File: config.mk
export PLATFORM = sky130hd
export DESIGN_NAME = aes_shift_rows_pipe
export DESIGN_NICKNAME = d
export VERILOG_FILES = /design/src/rtl/aes_pkg.sv /design/src/rtl/aes_shift_rows_comb.sv /design/src/rtl/aes_shift_rows_pipe.sv
export SDC_FILE = /design/constraint.sdc
export NUM_CORES = 1
export LEC_CHECK = 0
export ABC_CLOCK_PERIOD_IN_PS = 4300
export CAP_MARGIN = 20
export CORE_MARGIN = 1.5
export CORE_UTILIZATION = 45
export CTS_BUF_LIST = sky130_fd_sc_hd__clkbuf_8
export DETAILED_ROUTE_END_ITERATION = 6
export GPL_TIMING_DRIVEN = 1
export PLACE_DENSITY = 0.76
export SLEW_MARGIN = 20
export SYNTH_ARGS = -nofsm -noshare
export SYNTH_HDL_FRONTEND = slang
export SYNTH_SLANG_ARGS = --single-unit
File: constraint.sdc
create_clock -name clk -period 4.3 [get_ports clk]
set_clock_uncertainty 0.05 [all_clocks]
set_input_delay 1.075 -clock clk [delete_from_list [all_inputs] [get_ports clk]]
set_output_delay 1.075 -clock clk [all_outputs]
set_load 0.005 [all_outputs]
File: src/rtl/aes_pkg.sv
// Shared types and helpers for the Rijndael ShiftRows pipeline stage.
// Supports the 4-, 6- and 8-column block widths.
package aes_pkg;

   localparam int BYTE_W = 8;

   typedef enum logic {
      AES_ENC = 1'b0,
      AES_DEC = 1'b1
   } aes_mode_t;

   typedef enum logic [1:0] {
      OCC_EMPTY = 2'd0,
      OCC_MAIN  = 2'd1,
      OCC_FULL  = 2'd2
   } occ_t;

   // Rijndael row offsets: the 8-column variant skips offset 2 on rows 2 and 3.
   function automatic int shift_off(input int nb, input int r);
      if (r == 0) begin
         return 0;
      end else if (nb == 8 && r >= 2) begin
         return r + 1;
      end else begin
         return r;
      end
   endfunction

endpackage

File: src/rtl/aes_shift_rows_comb.sv
// Purely combinational ShiftRows / InvShiftRows byte permutation.
// Every output byte is a constant-indexed mux between two input bytes.
module aes_shift_rows_comb
   import aes_pkg::*;
#(
   parameter int NB = 4,
   localparam int W = 32 * NB
)
(
   input  logic [W-1:0] i_data,
   input  logic         i_mode,
   output logic [W-1:0] o_data
);

   logic inv;

   assign inv = (aes_mode_t'(i_mode) == AES_DEC);

   // Byte k = r + 4c lives at [W-1-8k -: 8]; source columns are elaboration constants.
   for (genvar r = 0; r < 4; r++) begin : g_row
      for (genvar c = 0; c < NB; c++) begin : g_col
         localparam int SH      = shift_off(NB, r);
         localparam int SRC_FWD = (c + SH) % NB;
         localparam int SRC_INV = (c - SH + NB) % NB;
         localparam int DST     = W - 1 - BYTE_W * (r + 4 * c);
         localparam int POS_FWD = W - 1 - BYTE_W * (r + 4 * SRC_FWD);
         localparam int POS_INV = W - 1 - BYTE_W * (r + 4 * SRC_INV);

         assign o_data[DST -: BYTE_W] = inv ? i_data[POS_INV -: BYTE_W]
                                            : i_data[POS_FWD -: BYTE_W];
      end
   end

endmodule

File: src/rtl/aes_shift_rows_pipe.sv
// ShiftRows / InvShiftRows round stage with a main + skid elastic buffer,
// sideband tag pass-through and a delivered-block counter.
module aes_shift_rows_pipe
   import aes_pkg::*;
#(
   parameter int NB    = 4,
   parameter int TAG_W = 4,
   parameter int CNT_W = 16,
   localparam int W    = 32 * NB
)
(
   input  logic             clk,
   input  logic             rst,
   input  logic             i_clear,
   input  logic             i_valid,
   output logic             o_ready,
   input  logic             i_mode,
   input  logic [TAG_W-1:0] i_tag,
   input  logic [W-1:0]     i_data,
   output logic             o_valid,
   input  logic             i_ready,
   output logic [W-1:0]     o_data,
   output logic [TAG_W-1:0] o_tag,
   output logic [CNT_W-1:0] o_count
);

   if (!(NB == 4 || NB == 6 || NB == 8)) begin : g_bad_nb
      $error("aes_shift_rows_pipe: NB must be 4, 6 or 8");
   end

   occ_t             state;
   occ_t             state_next;
   logic [W-1:0]     shifted;
   logic [W-1:0]     main_data;
   logic [W-1:0]     skid_data;
   logic [TAG_W-1:0] main_tag;
   logic [TAG_W-1:0] skid_tag;
   logic [CNT_W-1:0] count;
   logic             accept;
   logic             drain;
   logic             load_main_new;
   logic             load_main_skid;
   logic             load_skid;

   aes_shift_rows_comb #(.NB(NB)) u_comb (
      .i_data (i_data),
      .i_mode (i_mode),
      .o_data (shifted)
   );

   // o_ready decodes registered state only, so it never depends on i_ready.
   assign o_valid = (state != OCC_EMPTY);
   assign o_ready = (state != OCC_FULL);
   assign accept  = i_valid & o_ready;
   assign drain   = o_valid & i_ready;

   always_ff @(posedge clk) begin
      if (rst) begin
         state <= OCC_EMPTY;
      end else if (i_clear) begin
         state <= OCC_EMPTY;
      end else begin
         state <= state_next;
      end
   end

   always_comb begin
      state_next     = state;
      load_main_new  = 1'b0;
      load_main_skid = 1'b0;
      load_skid      = 1'b0;
      case (state)
         OCC_EMPTY: begin
            if (accept) begin
               state_next    = OCC_MAIN;
               load_main_new = 1'b1;
            end
         end
         OCC_MAIN: begin
            if (accept && drain) begin
               load_main_new = 1'b1;
            end else if (drain) begin
               state_next = OCC_EMPTY;
            end else if (accept) begin
               state_next = OCC_FULL;
               load_skid  = 1'b1;
            end
         end
         OCC_FULL: begin
            if (drain) begin
               state_next     = OCC_MAIN;
               load_main_skid = 1'b1;
            end
         end
         default: begin
            state_next = OCC_EMPTY;
         end
      endcase
   end

   // A clear discards the cycle's transfers; stale register contents are harmless once EMPTY.
   always_ff @(posedge clk) begin
      if (rst) begin
         main_data <= '0;
         main_tag  <= '0;
         skid_data <= '0;
         skid_tag  <= '0;
         count     <= '0;
      end else if (!i_clear) begin
         if (load_main_new) begin
            main_data <= shifted;
            main_tag  <= i_tag;
         end else if (load_main_skid) begin
            main_data <= skid_data;
            main_tag  <= skid_tag;
         end
         if (load_skid) begin
            skid_data <= shifted;
            skid_tag  <= i_tag;
         end
         if (drain) begin
            count <= count + CNT_W'(1);
         end
      end
   end

   assign o_data  = main_data;
   assign o_tag   = main_tag;
   assign o_count = count;

endmodule
==> impl_metrics.yaml, run 1 <==
run_status:
  status: "completed"
sta:
  fmax_mhz: 318
  finalSetupViolCount: 0
  fin_tns_setup_ns: 0
  worst_slew_pin_slew_ns: 0.900
  slew_headroom: 0.400
  maxSlewViolCount: 0
  timing.hold.ws_ns: 0.402
  rsz0062_at_grt: "no"
  post-route-period-util: 0.732
  fin_crit_ns: 3.15
  finalHoldViolCount: 0
synth:
  yosys.area.top_type: "dfxtp_1"
  netlist.area_leader.share: 0.464
  synthFlopType: "dfxtp_1"
  synth_nets: 1522
  syn_area_per_cell_um2: 8.80
  ys_ff_latch: 282
  synthArstFlopShare: 0
  synth_edf_count: 0
  synth_cells: 1383
  synth_seq_area_share: 0.464
  synth_area_leaders: "dfxtp_1 46%, mux2i_1 11%, a21oi_1 8.5%"
  yosys_warnings: 0
  syn_area_um2: 12200
  yosys.cell_types.count: 38
critical_path:
  critPathCaptureType: "output pin"
  worstSetupStartpointType: "flop"
  reg2reg_depth: 5
  r2r-end: "o_data[106]"
  reg2reg_slack_ns: 2.03
  critical_path.endpoint: "o_valid"
  crit_required_ns: 3.17
  path_class: "reg2out"
  rr_startpoint: "state[1]"
  cp.arrival_ns: 2.02
  cp_max_fo: 10
  cp-startpoint: "state[1]"
placement:
  dp_hpwl_um: 21800
  placed_cells: 1874
  gp_congestion: 0.807
  port_buffers: 287
grt:
  gr-total-overflow: 0
  grt_usage: 0.249
  grt_pass1_vias: 10900
  grt_pass1_wl_um: 57500
  antenna_found_initial: 2
  grt_max_degree: 135
die:
  num_rows: 60
  pin_count: 288
  fp.dieH_um: 167
  fp.dieW_um: 167
  coreArea_um2: 26700
  start_util: 0.456
  die-area_um2: 28000
drt:
  remaining_drc_errors: 0
  viasPerCell: 5.96
  drt-initial-drc-count: 1121
  first_pass_iters: 5
  via_count: 11700
  wl_um: 36300
  dr_wl_met2_um: 17100
  wl_per_cell_um: 18.6
  wirelength_met1_um: 15200
  ant_nets: 0
  routed.top_layer: "met4"
  route.met3.wl_um: 2660
cts:
  cts_setup_buffers: 0
  insertion_delay_ns: 0.58
  htreeDepth: 2
  hold_buffers: 0
  cts-root-buf: "clkbuf_8"
  cts_tree: "built"
  post_cts_resize_count: 0
  cts_sinks: 282
  clk_pin_slew_ns: 0.05
  cts_buffer_depth: 3
  cts_buffers: 48
hold_path:
  hold_path.class: "reg2reg"
  hold_path_depth: 2
final_layout:
  final_cells: 1955
  final_util: 0.603
  fin_nets: 1722
  syn2layout_area_growth_pct: 32.3
  drive_above_1_share: 0.0602
power_and_ir_drop:
  ir_drop_mv: 0.239
  p_leak_nw: 5.52
  p_per_area_nw_per_um2: 365
run:
  drv_cap: 0
where the power goes:
group          internal (W)  switching, W
sequential          0.00270     0.0000494
clock               0.00123       0.00107
combinational      0.000401      0.000424
worst min-delay path by stage:
stage | start | to
floorplan | skid_data[104] | skid_data[104]
global placement | skid_data[124] | skid_data[124]
detailed placement | skid_data[91] | skid_data[91]
CTS | skid_data[106] | skid_data[106]
global route | skid_data[8] | skid_data[8]
finish | skid_data[91] | skid_data[91]
flip-flops by register name, indices dropped and copies added, names as in the netlist:
name,flops
o_count,16
skid_data,128
skid_tag,4
o_data,128
state,2
o_tag,4
worst max-delay path, stage by stage (launching register included):
cell	delay, ns
dfxtp_1	0.38
nor2_1	0.54
inv_1	0.08
clkdlybuf4s50_1	0.46
area by class of cell:
class,instances,area [um2]
diodes,2,5.00
clock buffers,59,812
clock inverters,20,95.1
fillers,2296,10600
inverters,5,23.8
multi-input cells,941,5930
flip-flops and latches,282,5650
well taps,341,427
repair buffers,305,3170
synth_stat cells (2+ instances only):
master     number
dfxtp_1       282
a21oi_1       207
nand2_1       143
mux2i_1       133
clkbuf_1      108
nor2_1         78
nand3_1        69
a311oi_1       68
o21ai_0        67
a211oi_1       64
o2111ai_1      64
buf_2          28
buf_1          15
xnor2_1         7
nor4_1          6
inv_1           5
nand2b_1        4
nor2b_1         4
mux2_2          3
o31ai_1         3
or3_1           3
or4_1           3
buf_4           2
nand4_1         2
nor3_1          2
kinds of logic (layout without fill, tap and decap cells):
kind of cell | after synthesis | in the layout | share of synthesized area
and+or+nand+nor | 320 | 320 | 0.113
muxes | 136 | 136 | 0.112
other | 0 | 2 | 0
buffers and inverters | 160 | 389 | 0.0535
xor gates and xnor gates | 7 | 7 | 0.00504
AOI/OAI and AO/OA | 477 | 477 | 0.251
DFF | 282 | 282 | 0.464
adders and majority gates | 1 | 1 | 0.00103
layout by cell type (no fill, tap or decap), types with 60 or more instances in the layout:
master           netlist  layout
nand2_1              143     143
o2111ai_1             64      64
clkdlybuf4s50_1        0     284
a211oi_1              64      64
nor2_1                78      77
dfxtp_1              282     282
mux2i_1              133     133
o21ai_0               67      67
a311oi_1              68      68
nand3_1               69      68
a21oi_1              207     207
clkbuf_8               0      60
stage by stage:
step	instance area (um2)	total power [W]	setup slack (ns)
finish	16100	0.00588	1.15
global route	16100	0.00611	1.05
CTS	16100	0.00592	1.13
detailed placement	15200	0.00362	0.938
global placement	15200	0.00361	1.04
floorplan	12200	0.00321	1.78
metal layers:
layer  vias to the layer above  GRT usage
met2                       475      0.399
met3                        92     0.0560
li1                       5526          -
met4                         0      0.104
met5                         -          0
met1                      5561      0.324
(Power assumes the default switching activity.)
==> run 2, diff against run 1 <==
--- a/config.mk
+++ b/config.mk
@@ -5,7 +5,7 @@
 export SDC_FILE = /design/constraint.sdc
 export NUM_CORES = 1
 export LEC_CHECK = 0
-export ABC_CLOCK_PERIOD_IN_PS = 4300
+export ABC_CLOCK_PERIOD_IN_PS = 3100
 export CAP_MARGIN = 20
 export CORE_MARGIN = 1.5
 export CORE_UTILIZATION = 45
==> constraint.sdc (replaced) <==
create_clock -name clk -period 3.1 [get_ports clk]
set_clock_uncertainty 0.05 [all_clocks]
set_input_delay 0.775 -clock clk [delete_from_list [all_inputs] [get_ports clk]]
set_output_delay 0.775 -clock clk [all_outputs]
set_load 0.005 [all_outputs]
==> impl_metrics.yaml, run 2 (synthesized netlist as in run 1, its figures left out) <==
drt:
  remaining_drc_errors: 0
  wl_per_cell_um: 18.2
  viasPerCell: 5.84
  drt-initial-drc-count: 1124
  ant_nets: 0
  first_pass_iters: 5
  wl_um: 35900
  via_count: 11500
critical_path:
  crit_slowest_cell: "nor2_1"
  reg2reg_slack_ns: 1.06
  critPathCaptureType: "output pin"
  cp.arrival_ns: 2.03
  cp_max_fo: 10
  crit_required_ns: 2.27
  path_class: "reg2out"
  critical-path-top-delay-family: "simple AND/OR/NAND/NOR gates"
  cp.buffers_inverters: 2
  worst_path_largest_cell_delay_ns: 0.55
  worstSetupStartpointType: "flop"
  cp_cell_sequence: "nor2_1, inv_1, clkdlybuf4s50_1"
power_and_ir_drop:
  p_sw_frac: 0.262
  p_leak_nw: 5.64
  pwr-share-clk: 0.384
  p_seq_frac: 0.472
  p_per_area_nw_per_um2: 497
  power_frac_comb: 0.144
  ir_drop_mv: 0.277
  total_power_w: 0.00809
  p_switching_w: 0.00212
  cell_internal_pwr_w: 0.00597
final_layout:
  drive_above_1_share: 0.0681
  final_cell_mix: "284 x clkdlybuf4s50_1, 282 x dfxtp_1, 207 x a21oi_1, 143 x nand2_1, 133 x mux2i_1"
  area.sequential_um2: 5650
  multi_input_area_um2: 5930
  final_common_cell: "clkdlybuf4s50_1"
  fillers: 2303
  syn2layout_area_growth_pct: 33.8
  fin_nets: 1736
cts:
  cts_buffer_depth: 3
  hold_buffers: 0
  post_cts_resize_count: 0
  cts_sinks: 282
  cts_setup_buffers: 0
  cts_buffers: 46
  cts-root-buf: "clkbuf_8"
  cts_tree: "built"
  htreeDepth: 2
  insertion_delay_ns: 0.56
  clk_pin_slew_ns: 0.06
die:
  start_util: 0.456
  coreArea_um2: 26700
  fp.dieH_um: 167
  fp.dieW_um: 167
  num_rows: 60
  die-area_um2: 28000
  pin_count: 288
hold_path:
  hold_path.class: "reg2reg"
sta:
  fin_crit_ns: 2.86
  worst_slew_pin_slew_ns: 0.781
  fmax_mhz: 350
  fin_tns_setup_ns: 0
  rsz0062_at_grt: "no"
  finalSetupViolCount: 0
  post-route-period-util: 0.922
  slew_headroom: 0.479
  finalHoldViolCount: 0
  maxSlewViolCount: 0
placement:
  port_buffers: 287
  gp_congestion: 0.863
  dp_hpwl_um: 22300
grt:
  grt_max_degree: 118
  antenna_found_initial: 2
  grt_usage: 0.249
  grt_pass1_wl_um: 57500
  grt_pass1_vias: 11100
  gr-total-overflow: 0
run:
  drv_cap: 0
run_status:
  status: "completed"
run 2: worst register-to-register path: cells and delay by family (launching register included):
| family | cells | cell delay (ns) |
|---|---|---|
| simple gates | 3 | 1.03 |
| mux | 1 | 0.37 |
| flops | 1 | 0.48 |
run 2: power groups by stage:
stage               Clock [W]  Combinational [W]  Sequential, W
finish                0.00311            0.00117        0.00382
global route          0.00333            0.00126        0.00383
CTS                   0.00318            0.00116        0.00382
detailed placement          0            0.00116        0.00390
global placement            0            0.00114        0.00389
floorplan                   0           0.000560        0.00389
run 2: final timing paths:
kind | start | to | cells past startpoint
worst min register to register | skid_data[9] | skid_data[9] | 2
worst min-delay path | skid_data[9] | skid_data[9] | 2
worst max-delay path | state[1] | o_valid | 3
worst max register to register | state[1] | o_count[15] | 4
run 2: final cells by class:
class	instances	share of cell area
Clock inverter	24	0.00630
Clock buffer	57	0.0482
Antenna cell	2	0.000307
Timing Repair Buffer	321	0.207
Tap cell	341	0.0262
Inverter	5	0.00146
Multi-Input combinational cell	941	0.364
Sequential cell	282	0.347
run 2: metal layers:
metal / global-route usage / up-vias / part of all wire
li1: - / 5555 / -
met1: 0.315 / 5443 / 0.41
met2: 0.401 / 449 / 0.47
met3: 0.0596 / 85 / 0.076
met4: 0.115 / 0 / 0.038
met5: 0 / - / 0
run 2: through the flow:
step | worst slack (ns) | util | instance area [um2] | std cells | hold slack (ns)
floorplan | 0.877 | - | 12200 | 1383 | 0.386
global placement | 0.328 | 0.576 | 15400 | 1890 | 0.391
detailed placement | 0.260 | 0.576 | 15400 | 1890 | 0.396
CTS | 0.215 | 0.609 | 16300 | 1971 | 0.404
global route | 0.0787 | 0.610 | 16300 | 1973 | 0.419
finish | 0.242 | 0.610 | 16300 | 1973 | 0.403
